`src/rtl/debounce_pkg.sv`:
```
// Shared helpers for the debounce bank.
// Width function used by the tick divider and the per-channel filter counter.
package debounce_pkg;

    function automatic int clog2m1(input int v);
        return (v > 1) ? $clog2(v) : 1;
    endfunction

endpackage

```
`src/rtl/debounce_channel.sv`:
```
// One debounce channel: two-flop synchroniser plus tick-gated
// stability filter with registered rise/fall pulses.
module debounce_channel
    import debounce_pkg::*;
#(
    parameter int STABLE_COUNT = 4,
    parameter bit INIT         = 1'b0
) (
    input  logic clk,
    input  logic rst_n,
    input  logic din,
    input  logic tick,
    output logic dout,
    output logic rise,
    output logic fall
);

    localparam int CW = clog2m1(STABLE_COUNT);
    localparam logic [CW-1:0] CMAX = CW'(STABLE_COUNT - 1);

    logic          s1;
    logic          s2;
    logic [CW-1:0] cnt;

    // Bring the raw pin into the clock domain.
    always_ff @(posedge clk or negedge rst_n) begin
        if (!rst_n) begin
            s1 <= INIT;
            s2 <= INIT;
        end else begin
            s1 <= din;
            s2 <= s1;
        end
    end

    // Accept a new level only after it persists for STABLE_COUNT ticks.
    always_ff @(posedge clk or negedge rst_n) begin
        if (!rst_n) begin
            cnt  <= '0;
            dout <= INIT;
            rise <= 1'b0;
            fall <= 1'b0;
        end else begin
            rise <= 1'b0;
            fall <= 1'b0;
            if (tick) begin
                if (s2 == dout) begin
                    cnt <= '0;
                end else if (cnt == CMAX) begin
                    cnt  <= '0;
                    dout <= s2;
                    rise <= s2;
                    fall <= ~s2;
                end else begin
                    cnt <= cnt + CW'(1);
                end
            end
        end
    end

endmodule

```
`src/rtl/debounce_bank.sv`:
```
// Multi-channel debouncer: one shared sample-tick divider feeding
// an independent filter per input channel.
module debounce_bank
    import debounce_pkg::*;
#(
    parameter int CHANNELS     = 2,
    parameter int CLK_DIV      = 100,
    parameter int STABLE_COUNT = 4,
    parameter bit INIT         = 1'b0
) (
    input  logic                clk,
    input  logic                rst_n,
    input  logic [CHANNELS-1:0] din,
    output logic [CHANNELS-1:0] dout,
    output logic [CHANNELS-1:0] rise,
    output logic [CHANNELS-1:0] fall,
    output logic                tick
);

    localparam int DW = clog2m1(CLK_DIV);
    localparam logic [DW-1:0] DMAX = DW'(CLK_DIV - 1);

    logic [DW-1:0] div;

    // Free-running divider; tick is registered so it is a clean strobe.
    always_ff @(posedge clk or negedge rst_n) begin
        if (!rst_n) begin
            div  <= '0;
            tick <= 1'b0;
        end else begin
            tick <= (div == DMAX);
            div  <= (div == DMAX) ? '0 : div + DW'(1);
        end
    end

    for (genvar i = 0; i < CHANNELS; i++) begin : g_ch
        debounce_channel #(
            .STABLE_COUNT (STABLE_COUNT),
            .INIT         (INIT)
        ) u_ch (
            .clk   (clk),
            .rst_n (rst_n),
            .din   (din[i]),
            .tick  (tick),
            .dout  (dout[i]),
            .rise  (rise[i]),
            .fall  (fall[i])
        );
    end

endmodule

```
`config.mk`:
```
export PLATFORM = sky130hd
export DESIGN_NAME = debounce_bank
export DESIGN_NICKNAME = d
export VERILOG_FILES = /design/src/rtl/debounce_pkg.sv /design/src/rtl/debounce_channel.sv /design/src/rtl/debounce_bank.sv
export SDC_FILE = /design/constraint.sdc
export NUM_CORES = 1
export LEC_CHECK = 0
export BUFFER_PORTS_ARGS = -buffer_cell sky130_fd_sc_hd__buf_4
export CAP_MARGIN = 10
export CELL_PAD_IN_SITES_DETAIL_PLACEMENT = 1
export CELL_PAD_IN_SITES_GLOBAL_PLACEMENT = 1
export CORE_ASPECT_RATIO = 1.4
export CORE_MARGIN = 3
export CORE_UTILIZATION = 30
export DETAILED_ROUTE_END_ITERATION = 7
export GPL_TIMING_DRIVEN = 0
export PLACE_DENSITY_LB_ADDON = 0.08
export SLEW_MARGIN = 20
export SYNTH_ARGS = -nofsm -noshare
export SYNTH_HDL_FRONTEND = slang
export SYNTH_HIERARCHICAL = 1
export SYNTH_SLANG_ARGS = --single-unit
```
`constraint.sdc`:
```
create_clock -name clk -period 1.7 [get_ports clk]
set_input_delay 0.17 -clock clk [delete_from_list [all_inputs] [get_ports clk]]
set_output_delay 0.17 -clock clk [all_outputs]
set_load 0.1 [all_outputs]
```
## Yosys cells after proc, flatten, opt, wreduce, memory -nomap -nowiden

Index checks and enable logic that the tools add are counted.

- $add $sub $neg: 3
- Eq/ne operators: 5
- Multiplexer cells: 17
- Bitwise logic cells: 4
- Reductions and logical operators: 2

Operator list:

| kind | count |
|---|---|
| 2-to-1 mux 1 bit | 12 |
| 2-to-1 mux 2 bit | 4 |
| adder 7 x 1 -> 7 bit (second input constant) | 1 |
| equality test 7 bit (second input constant) | 1 |
| 2-to-1 mux 7 bit | 1 |
| AND reduction 3 bit | 2 |
| adder 2 x 1 -> 2 bit (second input constant) | 2 |
| equality test 2 bit (second input constant) | 2 |
| inverter 1 bit | 4 |
| equality test 1 bit | 2 |

- Register bits after elaboration: 22
- Input bits: 4
- Output and inout port bits: 7
- Logic and storage cells: 45

## Logic depth before layout (Yosys ltp)

- Depth in word-level cells: 4
- Mapped depth: 4
- Gate-level depth less buffers: 4

## Hierarchy

Netlist, hierarchy kept.

By module, submodules not included:

| module | times used | cells an instance | area an instance (µm²) | sequential area each (µm²) |
|---|---|---|---|---|
| debounce_channel | 2 | 19 | 259.0 | 175.2 |
| debounce_bank | 1 | 30 | 370.4 | 200.2 |

## Least setup slack after synthesis

Ideal clock, no wire load.

- Kind: register -> register
- From: register tick
- To: register g_ch[0].u_ch.dout
- Library setup time: 126 ps
- Data arrival time: 1525 ps
- Required time: 1574 ps
- Slack: 49 ps
- Stages on the path, launching flop included: 3
- Buffers on the path: 0
- Period minus slack after synthesis: 1651 ps
- Cells stage by stage: dfrtp_1 nand2_1 mux2_2

- Longest elaborated chain between the ends: 1

Ends and longest elaborated chain:

| element | RTL line | RTL |
|---|---|---|
| start, declared | debounce_bank.sv:17 | `output logic tick` |
| start signal, assigned | debounce_bank.sv:31 | `tick <= (div == DMAX);` |
| AND reduction 3 bit (no source line) | n/a |  |
| end signal, assigned | debounce_channel.sv:40 | `dout <= INIT;` |
| end signal, assigned | debounce_channel.sv:51 | `dout <= s2;` |
| end, declared | debounce_channel.sv:13 | `output logic dout,` |

Every way passes these cells.
A chain may end at the register's enable or synchronous reset.

## Worst setup path in the final report

- From: register tick
- To: output tick

No word-level cell between the ends.

==> metrics.cfg <==
[setup_path]
critPathBufInv = 1
cpPeakStageDelay_ns = 0.54
critical_path_class = flip-flop to primary output
worstSetupStartpointType = flip-flop
critPathArrivalTime_ns = 1.20
worst-path-max-fanout = 11
crit_chain = buf_4
slowest_stage = dfrtp_1
cp.required_ns = 1.53
cp_top_family = flip-flops
crit_path_end_kind = primary output

[synthesis]
netlist_instances = 68
yosysWarnings = 6
avgSynthCellArea_um2 = 13.1
syn-cell-area_um2 = 888
syn_nets = 75
synth_seq_area_share_pct = 62.0
ys_seq_elements = 22
netlist-cell-type-count = 21

[routing]
dr_total_vias = 555
wl_per_cell_um = 12.4
first_pass_iters = 4
route.detailed.drc = 0
viasPerCell = 4.63
antenna_left = 0
wirelength_um = 1490
dr.first_iter.drc_count = 6

[clock_tree]
cts_root_buffer = clkbuf_4
cts_tree = done
ctsResizeCount = 0
cts_num_sinks = 22
htreeDepth = 1
clockBufferDepth = 2
cts-buffers-inserted = 3
clk_latency_ns = 0.30
path_clk_slew_ns = 0.12

[final_layout]
drive_gt1_share_pct = 26.2
syn2layout_area_growth_pct = 19.4
fin_nets = 93
n_antenna_cell = 0

[global_route]
gr-usage-met3_pct = 1.92
overflow = 0
grt_max_degree = 23
use_met2_pct = 15.8
grt_pass1_wl_um = 2660
grt_busiest_layer = met2
grtUsageMet1_pct = 11.3
grt.total_usage_pct = 9.75
grt_pass1_vias = 601
antenna_found_initial = 0

[pwr]
leakagePower_uw = 0.000499
ir_drop_uv = 378
power_density_nw_per_um2 = 744

[die]
fp.coreArea_um2 = 2730
rows = 22
dieArea_um2 = 3660
start_util_pct = 32.6
io_pins = 11
die_h_um = 70.4
die_w_um = 52.0

[placement]
port_buffers = 10
place_congestion = 0.685
dp_hpwl_um = 1020

[flow_run]
drv_cap = 0

[run_status]
status = complete, no violations

[sta]
hold_viol_final = 0
fin_crit_sh_pct = 80.4
slew_headroom_pct = 79.6
fmax_ghz = 0.732
fin_skew_ns = 0.00191
min_period_ns = 1.37
rsz0062_at_grt = false
holdWs_ns = 0.287
finalSetupViolations = 0
slew_viol_final = 0
setup_tns_ns = 0
worstMarginPinSlew_ns = 0.306

[min_path]
hold_class = primary input to async pin

[final timing paths]
path / startpoint / end / slack [ns] / cells after the start
min: rst_n / g_ch[1].u_ch/fall / 0.29 / 2
max in group asynchronous: rst_n / g_ch[0].u_ch/s1 / 1.19 / 2
min in group clk: g_ch[1].u_ch/s1 / g_ch[1].u_ch/s2 / 0.36 / 0
max reg2reg: div[0] / div[5] / 0.43 / 4
max: tick / tick / 0.33 / 1
min reg2reg: g_ch[1].u_ch/s1 / g_ch[1].u_ch/s2 / 0.36 / 0
[final cells by class]
class | instances | area, um2
Clock buffer | 3 | 22.5
Tap cell | 36 | 45.0
Sequential cell | 22 | 551
Multi-Input combinational cell | 42 | 323
Timing Repair Buffer | 13 | 105
Inverter | 4 | 15.0
Fill cell | 299 | 1660
[state kept, by name, indices dropped and copies added, names as in the netlist]
register	count
div	7
g_ch.u_ch/cnt	4
g_ch.u_ch/dout	2
g_ch.u_ch/fall	2
g_ch.u_ch/rise	2
g_ch.u_ch/s1	2
g_ch.u_ch/s2	2
tick	1
[synth_stat cells (all sizes together)]
library cell / instances / area share, %
nor2: 4 / 4.1
or3b: 2 / 2.0
nand4: 1 / 0.70
nand2: 6 / 2.5
or3: 1 / 1.3
dfrtp: 22 / 62
xnor2: 5 / 4.9
and3: 1 / 0.85
nor3b: 4 / 3.4
nand3: 3 / 1.7
o22ai: 4 / 2.8
mux2i: 1 / 1.1
inv: 4 / 1.7
nor3: 1 / 1.1
a31oi: 2 / 1.4
mux2: 2 / 2.5
and2: 1 / 0.70
ha: 3 / 4.2
nor2b: 1 / 0.99
[cell families (layout without fill, tap and decap cells)]
logic type	count (synthesis)	count (layout)	synth area share, %
flip-flops	22	22	62.0
multiplexers	3	3	3.66
XOR/XNOR	5	5	4.93
AO/OA/AOI/OAI	6	6	4.22
adder cells (fa/ha/maj)	3	3	4.23
AND/OR/NAND/NOR	25	25	19.3
buffers and inverters	4	20	1.69
[per-layer routing]
metal  up-vias  wire length (um)
met2         6               793
met5         -                 0
met4         0                29
li1        267                 -
met3         4                40
met1       278               630
[where the power goes]
part	leakage, uW	internal [uW]	switching, uW	total, uW
combinational	0.000201	11.4	12.7	24.1
clock	0.0000138	82.7	152	234
sequential	0.000284	528	3.06	531
[per-stage QoR]
step	util, %	std cells	cell area [um2]	total power (uW)	worst slack, ns
after global routing	38.9	120	1060	826	0.274
after global placement	37.0	114	1010	561	0.458
after CTS	38.9	120	1060	805	0.312
after detailed placement	37.0	114	1010	561	0.435
final	38.9	120	1060	789	0.333
after floorplan	-	68	888	544	0.0488
[cells in the final DEF, fill, tap and decap left out, types with 2 or more instances in the layout]
cell	n
a31oi_1	2
buf_4	10
clkbuf_4	3
dfrtp_1	22
dlygate4sd3_1	3
ha_1	3
inv_1	4
mux2_2	2
nand2_1	6
nand3_1	3
nor2_2	2
nor3b_1	4
o22ai_1	4
or3b_1	2
xnor2_1	5
[timing repair]
action                    in CTS  in global routing
buffers inserted               0                  0
hold endpoints to repair      24                  0
hold buffers                   3                  0
Note: power is estimated with default switching activity, not from simulation.
